==> config.mk <==
export PLATFORM = sky130hd
export DESIGN_NAME = bridge_rshift_pingpong
export DESIGN_NICKNAME = d
export VERILOG_FILES = /design/src/rtl/bridge_rshift_pkg.sv /design/src/rtl/bridge_elem_shifter.sv /design/src/rtl/bridge_rshift_pingpong.sv
export SDC_FILE = /design/constraint.sdc
export NUM_CORES = 2
export LEC_CHECK = 0
export CAP_MARGIN = 5
export CORE_MARGIN = 5
export CORE_UTILIZATION = 25
export CTS_BUF_LIST = sky130_fd_sc_hd__clkbuf_4
export DETAILED_ROUTE_END_ITERATION = 16
export GPL_ROUTABILITY_DRIVEN = 0
export PLACE_DENSITY_LB_ADDON = 0.12
export SLEW_MARGIN = 20
export SYNTH_ARGS = -nofsm -noshare
export SYNTH_HDL_FRONTEND = slang
export SYNTH_HIERARCHICAL = 1
export SYNTH_SLANG_ARGS = --single-unit
==> constraint.sdc <==
create_clock -name clk -period 5.4 [get_ports clk]
set_input_delay 1.08 -clock clk [delete_from_list [all_inputs] [get_ports clk]]
set_output_delay 1.08 -clock clk [all_outputs]
set_load 0.03 [all_outputs]
==> src/rtl/bridge_rshift_pkg.sv <==
// Shared types and helpers for the rotating/requantising ping-pong bridge.
package bridge_rshift_pkg;

  localparam int ELEM_WIDTH_DEF     = 16;
  localparam int ELEMS_PER_WORD_DEF = 8;
  localparam int NUM_SLOTS_DEF      = 4;
  localparam int WORD_W             = ELEM_WIDTH_DEF * ELEMS_PER_WORD_DEF;
  localparam int ROT_W              = $clog2(NUM_SLOTS_DEF + 1);

  typedef enum logic [1:0] {
    BANK_EMPTY,
    BANK_FILLING,
    BANK_FULL,
    BANK_DRAINING
  } bank_state_t;

  typedef logic [NUM_SLOTS_DEF-1:0][WORD_W-1:0] tile_t;

  // Zero beats make no sense for a tile; more than one full turn repeats data.
  function automatic int clamp_rotations(input int rot, input int slots);
    if (rot == 0) return 1;
    if (rot > slots) return slots;
    return rot;
  endfunction

endpackage

==> src/rtl/bridge_elem_shifter.sv <==
// Per-element arithmetic right shift; BRIDGE_RSHIFT_ROUND_EN adds
// round-half-up with saturation to the signed element range.
module bridge_elem_shifter #(
  parameter int ELEM_WIDTH = 16,
  parameter int SHIFT_W    = 5
) (
  input  logic [ELEM_WIDTH-1:0] elem,
  input  logic [SHIFT_W-1:0]    shift,
  output logic [ELEM_WIDTH-1:0] result
);

`ifdef BRIDGE_RSHIFT_ROUND_EN
  logic signed [ELEM_WIDTH:0] bias, wide, shifted;

  always_comb begin
    bias = '0;
    if (shift != '0) bias = {{ELEM_WIDTH{1'b0}}, 1'b1} << (shift - SHIFT_W'(1));
    wide    = {elem[ELEM_WIDTH-1], elem} + bias;
    shifted = wide >>> shift;
    // Extra headroom bit disagrees with the sign bit only on overflow.
    if (shifted[ELEM_WIDTH] != shifted[ELEM_WIDTH-1])
      result = shifted[ELEM_WIDTH] ? {1'b1, {(ELEM_WIDTH-1){1'b0}}}
                                   : {1'b0, {(ELEM_WIDTH-1){1'b1}}};
    else
      result = shifted[ELEM_WIDTH-1:0];
  end
`else
  assign result = $signed(elem) >>> shift;
`endif

endmodule

==> src/rtl/bridge_rshift_pingpong.sv <==
// Ping-pong tile bridge: collects projection words into two banks and replays
// each full bank as right-rotated, right-shifted beats (BRIDGE_RSHIFT_ROUND_EN
// selects rounding/saturating requantisation in the element shifter).
module bridge_rshift_pingpong #(
  parameter int ELEM_WIDTH     = bridge_rshift_pkg::ELEM_WIDTH_DEF,
  parameter int ELEMS_PER_WORD = bridge_rshift_pkg::ELEMS_PER_WORD_DEF,
  parameter int NUM_SLOTS      = bridge_rshift_pkg::NUM_SLOTS_DEF,
  parameter int SHIFT_W        = 5,
  parameter int ROT_W          = $clog2(NUM_SLOTS + 1)
) (
  input  logic                                          clk,
  input  logic                                          rst_n,
  input  logic                                          in_valid,
  output logic                                          in_ready,
  input  logic [ELEM_WIDTH*ELEMS_PER_WORD-1:0]          in_data,
  input  logic                                          in_last,
  input  logic [SHIFT_W-1:0]                            cfg_shift,
  input  logic [ROT_W-1:0]                              cfg_rotations,
  output logic                                          out_valid,
  input  logic                                          out_ready,
  output logic [NUM_SLOTS*ELEM_WIDTH*ELEMS_PER_WORD-1:0] out_data,
  output logic [ROT_W-1:0]                              out_rot_idx,
  output logic                                          out_last
);
  import bridge_rshift_pkg::*;

  localparam int WW     = ELEM_WIDTH * ELEMS_PER_WORD;
  localparam int SLOT_W = $clog2(NUM_SLOTS);

  logic [NUM_SLOTS-1:0][WW-1:0] bank_data [2];
  logic [SHIFT_W-1:0]           bank_shift [2];
  logic [ROT_W-1:0]             bank_rot [2];
  bank_state_t                  st [2], st_nxt [2];

  logic              wb, rb, wb_nxt, in_ready_q;
  logic [SLOT_W-1:0] ws;
  logic [ROT_W-1:0]  k;
  logic              in_fire, tile_close, out_fire, beat_last;
  logic [NUM_SLOTS-1:0][WW-1:0] shifted;

  assign in_ready   = in_ready_q;
  assign in_fire    = in_valid && in_ready_q;
  assign tile_close = in_fire && (in_last || ws == SLOT_W'(NUM_SLOTS - 1));
  assign wb_nxt     = tile_close ? ~wb : wb;
  assign out_valid  = (st[rb] == BANK_FULL) || (st[rb] == BANK_DRAINING);
  assign out_fire   = out_valid && out_ready;
  assign beat_last  = (k == bank_rot[rb] - ROT_W'(1));

  // Write and read sides never target the same bank in the same cycle:
  // writes need EMPTY/FILLING, reads need FULL/DRAINING.
  always_comb begin
    st_nxt = st;
    if (in_fire)  st_nxt[wb] = tile_close ? BANK_FULL : BANK_FILLING;
    if (out_fire) st_nxt[rb] = beat_last ? BANK_EMPTY : BANK_DRAINING;
  end

  always_ff @(posedge clk or negedge rst_n) begin
    if (!rst_n) begin
      st         <= '{BANK_EMPTY, BANK_EMPTY};
      bank_data  <= '{'0, '0};
      bank_shift <= '{'0, '0};
      bank_rot   <= '{'0, '0};
      wb         <= 1'b0;
      rb         <= 1'b0;
      ws         <= '0;
      k          <= '0;
      in_ready_q <= 1'b0;
    end else begin
      st         <= st_nxt;
      in_ready_q <= (st_nxt[wb_nxt] == BANK_EMPTY) || (st_nxt[wb_nxt] == BANK_FILLING);
      if (in_fire) begin
        bank_data[wb][ws] <= in_data;
        ws <= tile_close ? '0 : ws + SLOT_W'(1);
        if (tile_close) begin
          for (int j = 0; j < NUM_SLOTS; j++)
            if (j > int'(ws)) bank_data[wb][j] <= '0;
          bank_shift[wb] <= cfg_shift;
          bank_rot[wb]   <= ROT_W'(clamp_rotations(int'(cfg_rotations), NUM_SLOTS));
          wb             <= ~wb;
        end
      end
      if (out_fire) begin
        if (beat_last) begin
          k  <= '0;
          rb <= ~rb;
        end else begin
          k <= k + ROT_W'(1);
        end
      end
    end
  end

  // Output slot j shows stored slot (j - k) mod NUM_SLOTS.
  for (genvar j = 0; j < NUM_SLOTS; j++) begin : g_slot
    int            src;
    logic [WW-1:0] word;

    always_comb begin
      src = j - int'(k);
      if (src < 0) src = src + NUM_SLOTS;
      word = bank_data[rb][src[SLOT_W-1:0]];
    end

    bridge_elem_shifter #(
      .ELEM_WIDTH (ELEM_WIDTH),
      .SHIFT_W    (SHIFT_W)
    ) u_sh [ELEMS_PER_WORD-1:0] (
      .elem   (word),
      .shift  (bank_shift[rb]),
      .result (shifted[j])
    );
  end

  assign out_data    = out_valid ? shifted : '0;
  assign out_rot_idx = k;
  assign out_last    = out_valid && beat_last;

endmodule
==> qor.json <==
{
  "run_status": {"value": "complete, but fails checks"},
  "failing_checks": {"value": "setup timing"},
  "commonest_cells_post_synth": {"value": "dfrtp_1, nand2_1, mux2_2"},
  "worst-slew-pin-transition": {"value": 1.23, "unit": "ns"},
  "routed_via_density": {"value": 5.50},
  "most_common_cell_in_the_synthesized_netlist": {"value": "dfrtp_1"},
  "post_synth_instance_area": {"value": 86100, "unit": "µm²"},
  "setup-tns-final": {"value": -55.04, "unit": "ns"},
  "period_share": {"value": 106, "unit": "%"},
  "regToRegSetupSlack": {"value": 2.15, "unit": "ns"},
  "timing.rr.end": {"value": "bank_data[790]$_DFFE_PN0N_"},
  "worstSkewPairLatency": {"value": 1.34, "unit": "ns"},
  "overflow_after_grt": {"value": 0},
  "share_of_async_settable_or_async_resettable_flops_after_synthesis": {"value": 100, "unit": "%"},
  "setup.worst_path.class": {"value": "register to output pin"},
  "maxSlewHeadroom": {"value": 18.1, "unit": "%"},
  "synth_edf_count": {"value": 0},
  "placementRows": {"value": 215},
  "critPathMaxFanout": {"value": 11},
  "maxSlewViolCount": {"value": 0},
  "floorplan.die.width": {"value": 597, "unit": "µm"},
  "synth_ff_type": {"value": "dfrtp_1"},
  "timing.fmax": {"value": 0.174, "unit": "GHz"},
  "r2r-start": {"value": "wb$_DFFE_PN0N_"},
  "util_after_layout": {"value": 31.0, "unit": "%"},
  "grt_start_max_net_pins": {"value": 143},
  "synth.area.top_cells": {"value": "dfrtp_1, mux4_2, mux2_2"},
  "drc_errors": {"value": 0},
  "cap_viol_max_count": {"value": 0},
  "synth.avg_cell_area": {"value": 10.9, "unit": "µm²"},
  "syn_inst": {"value": 7916},
  "yosysUniqueCellTypes": {"value": 45},
  "grt_util_met1": {"value": 28.1, "unit": "%"},
  "synth_sequential_area_ratio": {"value": 30.5, "unit": "%"},
  "core_area": {"value": 343000, "unit": "µm²"},
  "detailed_place.area": {"value": 97900, "unit": "µm²"},
  "num_vias": {"value": 72900},
  "hp-start": {"value": "in_data[120]"},
  "critPathLaunchType": {"value": "register"},
  "worst_setup_path_end_kind": {"value": "output pin"},
  "ff2ff_path_depth": {"value": 5},
  "clockBufferDepth": {"value": 4},
  "grt_pass1_wl": {"value": 558000, "unit": "µm"},
  "nets": {"value": 8623},
  "synthToLayoutAreaGrowth": {"value": 23.6, "unit": "%"},
  "drt-wirelength-per-cell": {"value": 29.8, "unit": "µm"},
  "antenna_found_initial": {"value": 82},
  "drtPass1Iterations": {"value": 5},
  "worstHoldEndpoint": {"value": "bank_data[376]$_DFFE_PN0N_"},
  "tritoncts_clock_tree": {"value": "built"},
  "worst_path_required": {"value": 4.32, "unit": "ns"},
  "cts_sinks": {"value": 1050},
  "die_h": {"value": 597, "unit": "µm"},
  "tightest_hold_check_type": {"value": "input port to register"},
  "path_clk_slew": {"value": 0.07, "unit": "ns"},
  "fp.dieArea": {"value": 356000, "unit": "µm²"},
  "drive_gt1_share": {"value": 38.7, "unit": "%"},
  "worstHoldPathCells": {"value": 3},
  "finalWorstPathRequiredPeriod": {"value": 5.74, "unit": "ns"},
  "finalSetupViolCount": {"value": 403},
  "synth_fp_nets": {"value": 8063},
  "grtUsageMet2": {"value": 35.5, "unit": "%"},
  "cts_inserted_buffers": {"value": 341},
  "clock-skew-final": {"value": 0.0975, "unit": "ns"},
  "finish.instance_area": {"value": 106000, "unit": "µm²"},
  "hold_violations": {"value": 0},
  "synthDominantCellAreaShare": {"value": 30.5, "unit": "%"},
  "grt_pass1_vias": {"value": 73300},
  "gr-usage-all-layers": {"value": 21.2, "unit": "%"},
  "gr-usage-met3": {"value": 3.38, "unit": "%"},
  "design.portCount": {"value": 659},
  "number_of_levels_the_h_tree_was_split_into": {"value": 5},
  "placement.io_buffers": {"value": 658},
  "yosys_warnings": {"value": 6},
  "dp.final_hpwl": {"value": 256000, "unit": "µm"},
  "cts_root_buffer": {"value": "clkbuf_4"},
  "final_antenna_net_count": {"value": 0},
  "worst_ep_arrival_time": {"value": 4.66, "unit": "ns"},
  "synthDominantAreaCellType": {"value": "dfrtp_1"},
  "globalRoute.busiestLayer": {"value": "met2"},
  "detail_route.iter0.violations": {"value": 6615},
  "start_util": {"value": 25.1, "unit": "%"},
  "rsz_0062_raised_after_global_routing": {"value": "yes"},
  "post-route-worst-setup-slack": {"value": -0.343, "unit": "ns"},
  "yosys_register_bits": {"value": 1050},
  "routed_wirelength": {"value": 396000, "unit": "µm"}
}
-- cells in the final DEF (no fill, tap or decap), types with 32 or more instances in the layout --
master	instances
o21ai_0	173
nand2_1	1009
o211ai_1	34
buf_4	542
mux2_1	56
buf_2	38
mux4_2	821
a32o_1	299
buf_12	222
clkdlybuf4s50_1	176
a21oi_1	570
nand2b_1	66
a221oi_1	87
mux2i_2	55
mux2i_1	463
buf_16	44
clkbuf_4	470
or3_1	62
o21ai_1	70
o21a_1	33
dfrtp_1	1047
o31ai_1	96
mux2_2	665
nor2_1	272
buf_6	37
mux2_4	186
inv_1	38
clkinv_1	62
a21o_1	66
a211o_1	32
and2_1	485
-- flip-flops by register name (all words and copies together) (netlist names) --
signal       flops
bank_rot         6
st               2
ws               2
bank_shift      10
in_ready         1
bank_data     1024
wb               1
out_rot_idx      3
rb               1
-- through the flow --
step           cells  hold WS (ns)  setup slack [ns]
3_5_place_dp   12500         0.470             0.397
6_report       13300         0.481            -0.343
3_3_place_gp   12500         0.459             0.406
4_1_cts        13200         0.233            -0.645
5_1_grt        13300         0.328            -0.576
2_1_floorplan   7916         0.440             0.454
-- metal layers --
| layer | share of wire (%) | up-vias |
|---|---|---|
| li1 | - | 31300 |
| met1 | 43 | 38400 |
| met2 | 49 | 2719 |
| met3 | 5.7 | 542 |
| met4 | 2.8 | 38 |
| met5 | 0.070 | - |
-- worst max-delay path by stage --
stage               slack (ns)  cells after the start                       start             to
floorplan                 0.45                     12              rb$_DFFE_PN0P_  out_data[113]
global placement          0.41                      9              rb$_DFFE_PN0P_  out_data[510]
detailed placement        0.40                      9              rb$_DFFE_PN0P_  out_data[510]
CTS                      -0.64                      9              rb$_DFFE_PN0P_  out_data[381]
global route             -0.58                     13  out_rot_idx[0]$_DFFE_PN0N_    out_data[1]
finish                   -0.34                     11  out_rot_idx[0]$_DFFE_PN0N_  out_data[113]
-- cell families after synthesis --
| kind of cell | after synthesis | synth area share [%] |
|---|---|---|
| multiplexers | 2289 | 40.2 |
| AND/OR/NAND/NOR | 2011 | 10.8 |
| AO/OA/AOI/OAI | 1557 | 12.5 |
| flip-flops | 1050 | 30.5 |
| buffers and inverters | 998 | 5.82 |
| adder cells (fa/ha/maj) | 6 | 0.0872 |
| XOR/XNOR | 5 | 0.0509 |
-- cell type report --
class	instances	area (µm²)
clock inverter	80	339
timing repair buffer	1172	13700
antenna	28	70.1
inverter	38	143
sequential	1050	26300
fill	35000	237000
tap	4557	5700
clock buffer	469	3520
multi-input combinational	5873	56700
-- critical path, stage by stage (launching register included) --
cell and delay (ns):
dfrtp_4 0.56, buf_8 0.17, ha_4 0.37, clkbuf_16 0.21, buf_6 0.17, mux2_2 0.39
mux4_2 0.51, mux2_4 0.28, nand2_2 0.06, o211ai_1 0.25, and2_1 0.25, buf_6 0.14
-- timing repair --
item / CTS / global route
gates cloned: 26 / 23
buffers inserted: 76 / 69
gates resized for setup: 553 / 447
hold buffers: 1 / 0
pin swaps: 10 / 23
endpoints found under the hold margin: 60 / 0
setup endpoints to repair: 511 / 507
Power is not shown: default switching activity piles up to over one toggle a cycle in this logic, so the estimate is an artifact.
